### config.mk
export PLATFORM = sky130hd
export DESIGN_NAME = memory_arbiter
export DESIGN_NICKNAME = d
export VERILOG_FILES = /design/src/rtl/memory_arbiter.sv
export SDC_FILE = /design/constraint.sdc
export NUM_CORES = 1
export LEC_CHECK = 0
export CAP_MARGIN = 10
export CORE_AREA = 2 2 106 108
export DETAILED_ROUTE_END_ITERATION = 8
export DIE_AREA = 0 0 108 110
export DONT_BUFFER_PORTS = 1
export PLACE_DENSITY = 0.3
export SLEW_MARGIN = 20
export SYNTH_ARGS = -nofsm -noshare
export SYNTH_HDL_FRONTEND = slang
export SYNTH_SLANG_ARGS = --single-unit
export TNS_END_PERCENT = 5
### constraint.sdc
create_clock -name clk -period 2.9 [get_ports clk]
set_input_delay 0.29 -clock clk [delete_from_list [all_inputs] [get_ports clk]]
set_output_delay 0.29 -clock clk [all_outputs]
set_load 0.01 [all_outputs]
### src/rtl/memory_arbiter.sv
// memory_arbiter: shares one word-wide memory port between the I-cache refill side and the data side.
// Latency: a request in IDLE raises mem_req next cycle; x_ready is combinational with mem_ready or watchdog abort.
// Backpressure: clients hold req until their ready pulse; one access outstanding, IDLE bubble between grants.
module memory_arbiter #(
  parameter int ADDR_WIDTH     = 32,
  parameter int DATA_WIDTH     = 32,
  parameter int PRIORITY_MODE  = 0,
  parameter int TIMEOUT_CYCLES = 255
) (
  input  logic                    clk,
  input  logic                    rst_n,
  input  logic                    i_req,
  input  logic [ADDR_WIDTH-1:0]   i_addr,
  output logic [DATA_WIDTH-1:0]   i_rdata,
  output logic                    i_ready,
  input  logic                    d_req,
  input  logic                    d_we,
  input  logic [ADDR_WIDTH-1:0]   d_addr,
  input  logic [DATA_WIDTH-1:0]   d_wdata,
  input  logic [DATA_WIDTH/8-1:0] d_wstrb,
  output logic [DATA_WIDTH-1:0]   d_rdata,
  output logic                    d_ready,
  output logic                    mem_req,
  output logic                    mem_we,
  output logic [ADDR_WIDTH-1:0]   mem_addr,
  output logic [DATA_WIDTH-1:0]   mem_wdata,
  output logic [DATA_WIDTH/8-1:0] mem_wstrb,
  input  logic [DATA_WIDTH-1:0]   mem_rdata,
  input  logic                    mem_ready,
  output logic                    timeout_err
);

  localparam int CW = $clog2(TIMEOUT_CYCLES + 1);

  typedef enum logic [1:0] {
    IDLE    = 2'd0,
    GRANT_I = 2'd1,
    GRANT_D = 2'd2
  } state_t;

  state_t        state_q, state_d;
  logic          last_d_q, last_d_d;      // 1 = D side held the most recent grant
  logic [CW-1:0] wd_cnt_q, wd_cnt_d;
  logic          timeout_err_q, timeout_err_d;

  logic          pick_d;
  logic          wd_expired;
  logic          gnt_i, gnt_d;

  // D wins when it is the only requester, in fixed mode, or when I had the last turn
  assign pick_d     = d_req && (!i_req || (PRIORITY_MODE == 1) || !last_d_q);
  assign wd_expired = (wd_cnt_q == CW'(TIMEOUT_CYCLES));
  assign gnt_i      = (state_q == GRANT_I);
  assign gnt_d      = (state_q == GRANT_D);

  // Next-state: arbitrate in IDLE, leave a grant on completion or watchdog abort
  always_comb begin
    state_d       = state_q;
    last_d_d      = last_d_q;
    wd_cnt_d      = wd_cnt_q;
    timeout_err_d = timeout_err_q;
    case (state_q)
      IDLE: begin
        if (i_req || d_req) begin
          state_d  = pick_d ? GRANT_D : GRANT_I;
          last_d_d = pick_d;
          wd_cnt_d = '0;
        end
      end
      GRANT_I, GRANT_D: begin
        // Request lines are ignored here: a grant always runs to completion or abort
        if (mem_ready) begin
          state_d = IDLE;
        end else if (wd_expired) begin
          state_d       = IDLE;
          timeout_err_d = 1'b1;
        end else begin
          wd_cnt_d = wd_cnt_q + CW'(1);
        end
      end
      default: state_d = IDLE;
    endcase
  end

  // State registers; reset leaves last grant on D so I wins the first tie
  always_ff @(posedge clk or negedge rst_n) begin
    if (!rst_n) begin
      state_q       <= IDLE;
      last_d_q      <= 1'b1;
      wd_cnt_q      <= '0;
      timeout_err_q <= 1'b0;
    end else begin
      state_q       <= state_d;
      last_d_q      <= last_d_d;
      wd_cnt_q      <= wd_cnt_d;
      timeout_err_q <= timeout_err_d;
    end
  end

  // Memory-side mux from the granted client; bus is quiet in IDLE
  always_comb begin
    mem_req   = gnt_i | gnt_d;
    mem_we    = gnt_d & d_we;
    mem_addr  = gnt_i ? i_addr : (gnt_d ? d_addr : '0);
    mem_wdata = gnt_d ? d_wdata : '0;
    mem_wstrb = gnt_d ? d_wstrb : '0;
  end

  // Client completions: data only on a real mem_ready, an abort returns zero data
  always_comb begin
    i_ready = gnt_i & (mem_ready | wd_expired);
    d_ready = gnt_d & (mem_ready | wd_expired);
    i_rdata = (gnt_i && mem_ready) ? mem_rdata : '0;
    d_rdata = (gnt_d && mem_ready) ? mem_rdata : '0;
  end

  assign timeout_err = timeout_err_q;

endmodule
==> run metrics <==
Post-Route Setup TNS 0 ns; final setup fails 0; total CTS buffers 3; Worst-path clk slew 0.06 ns; PortBufs 0; vias in the first global route 1760; reg2reg start state_q[1]; Worst Hold Launch d_req; final critical-path share of the clock period 74.09%; synthesized instance count 242; Die X approximately 110 um; first-pass GRT wire length 13.83 mm; via count 2006; drt via density ~5.4; Core Rows 38; clk sink count 12; Crit Path Category reg -> out; initial antenna violation count 7; Max VDD drop 0.0003091 V; Yosys top cell area share 21.99%; synth warn 0; worst hold path class in -> reg; Final HPWL DP between 9 and 10 mm; CP max-delay cell nor2b_4; DRT iter0 DRCs 111; fmax 465.4 MHz; reg2reg path depth 6; Worst EP required roughly 2.6 ns; #FFs+latches synth 12; multi-input combinational cell area 1426 um^2; Clock Skews 0.006370 ns; CP endpoint kind output port; global placer's final weighted congestion ~0.99; largest net degree at the start of global routing 71; DRT Pass-1 Iters 4; RSZ-0062 raised after global routing no; register area share after synthesis 16.31%; leading cell type in the layout, fill and taps excluded and3_1; startpoint types flip-flop; Fin Hold WS about 0.17 ns; count of cell types in the netlist 44; Crit Path Max Fanout 32; cell taking the most area after synthesis and3_1; core footprint 10700 um^2; power density cells roughly 860 nW/um^2; area grow syn2layout 9.540%; filler instances 1220; synthesized cell area between 1500 and 2000 um^2; Least-Margin Pin Slew 0.6615 ns; placed cell count approximately 360; grt ovf 0; CTS max path bufs 2; H-Tree Depth 1; clk root buf clkbuf_8; GRT Util Overall 16.93%; Tmin final roughly 2.1 ns; LEAKAGE approximately 1.1 nW; worst r2r dst wd_cnt_q[5]; Crit path largest cell delay 0.57 ns; # Max-Cap Violations 0; full die area 11880 um^2; die extent in y 110 um; Avg WL per Cell 29.55 um; Hold Crit Depth 2; largest cells by area after synthesis and3_1, a22o_1, dfrtp_1; register area 301.5 um^2; DRC 0; Clock Latency Late Sink 0.25 ns; share of cells above drive strength 1 10.36%; Initial Util between 10% and 20%; boundary pin count 275; Non-Filler Instances roughly 370; relative slew slack a little under three fifths; remaining antenna violation count 0; Final Hold Viols 0; CP Data Arrival Time 1.86 ns; crit path cell chain inv_1 -> ha_2 -> nor2b_4 -> a22o_1; Min-Delay Endpoint last_d_q; syn nets 384; most frequent cells in the layout and3_1, and2_1, a22o_1, dfrtp_1, nand2_1; Core Util, Final 18.94%; max-slew violations 0; TritonCTS clock tree yes; outcome finished, final reports clean; Nets 365; final WL 11.05 mm; r2r setup slk 0.99 ns; Syn Area/Cell ~7.6 um^2
## critical path, delay by kind of cell, from the launching register on
family          cells  cell delay [ns]
simple gates        1             0.57
fa+ha+maj           1             0.19
compound gates      1             0.36
flops               1             0.40
buf+inv             1             0.09
## how the worst max path moves through the flow
stage,from,endpoint,slack (ns),cells after the start
2_1_floorplan,state_q[0],wd_cnt_q[5],1.18,6
3_3_place_gp,state_q[0],mem_addr[3],0.72,4
3_5_place_dp,state_q[0],mem_addr[3],0.69,4
4_1_cts,state_q[0],mem_addr[3],0.41,4
5_1_grt,state_q[0],mem_addr[3],0.63,4
6_report,state_q[0],mem_addr[3],0.75,4
## power breakdown
group	internal (mW)	leakage [nW]	switching [mW]	total, mW
registers	0.220	0.158	0.0568	0.277
clock network	0.0972	0.0228	0.0726	0.170
logic	0.398	0.871	0.888	1.29
total	0.715	1.05	1.02	1.73
## what timing repair did
action	in CTS	in global routing
hold buffers	1	0
hold endpoints to repair	12	0
resized for setup	0	0
buffers inserted	0	0
setup endpoints to repair	0	0
## metrics by stage
step / total power [mW] / cell area [um^2] / setup WS [ns]
floorplan: 1.294 / 1849 / 1.184
global placement: 1.567 / 1936 / 0.7204
detailed placement: 1.553 / 1936 / 0.6876
CTS: 1.737 / 1991 / 0.4122
global route: 1.862 / 1996 / 0.6346
finish: 1.733 / 2026 / 0.7514
## kinds of logic (layout without fill, tap and decap cells)
logic type / count (synthesis) / in the layout / share of synthesized area, %
AOI/OAI and AO/OA: 63 / 63 / 28.15
and+or+nand+nor: 131 / 131 / 45.60
adders and majority gates: 4 / 4 / 2.706
other: 0 / 12 / 0
DFF: 12 / 12 / 16.31
buffers and inverters: 32 / 12 / 7.239
## area by class of cell
class	instances	share of cell area (%)
inverters	4	0.7412
well taps	140	8.647
flip-flops and latches	12	14.89
diodes	12	1.482
clock buffers	4	2.224
repair buffers	4	1.606
multi-input cells	198	70.41
## synthesized netlist by cell type, drive strengths merged
master,count
a211o,4
a21boi,1
a21o,2
a21oi,5
a221o,1
a22o,34
a31oi,1
a41o,1
and2,38
and2b,1
and3,66
and4b,1
buf,5
clkbuf,23
dfrtp,11
dfstp,1
ha,4
inv,4
nand2,8
nand2b,1
nand3,3
nand4,2
nor2,3
nor2b,1
nor3,2
nor4,2
nor4b,2
o211a,2
o211ai,1
o21a,3
o21ai,7
o41ai,1
or3b,1
## per-layer routing
| layer | vias up | global-route usage [%] | wire length (um) | part of all wire, % |
|---|---|---|---|---|
| met2 | 153 | 20.26 | 3877 | 35 |
| met3 | 8 | 13.64 | 2368 | 21 |
| met4 | 4 | 1.923 | 43 | 0.39 |
| met1 | 973 | 23.46 | 4729 | 43 |
| met5 | - | 0 | 34 | 0.31 |
| li1 | 868 | - | - | - |
## state kept, by name, indices dropped and copies added, names as in the netlist
| signal | cells |
|---|---|
| state_q | 2 |
| timeout_err | 1 |
| wd_cnt_q | 8 |
| last_d_q | 1 |
Power figures use the tool's default switching activity.
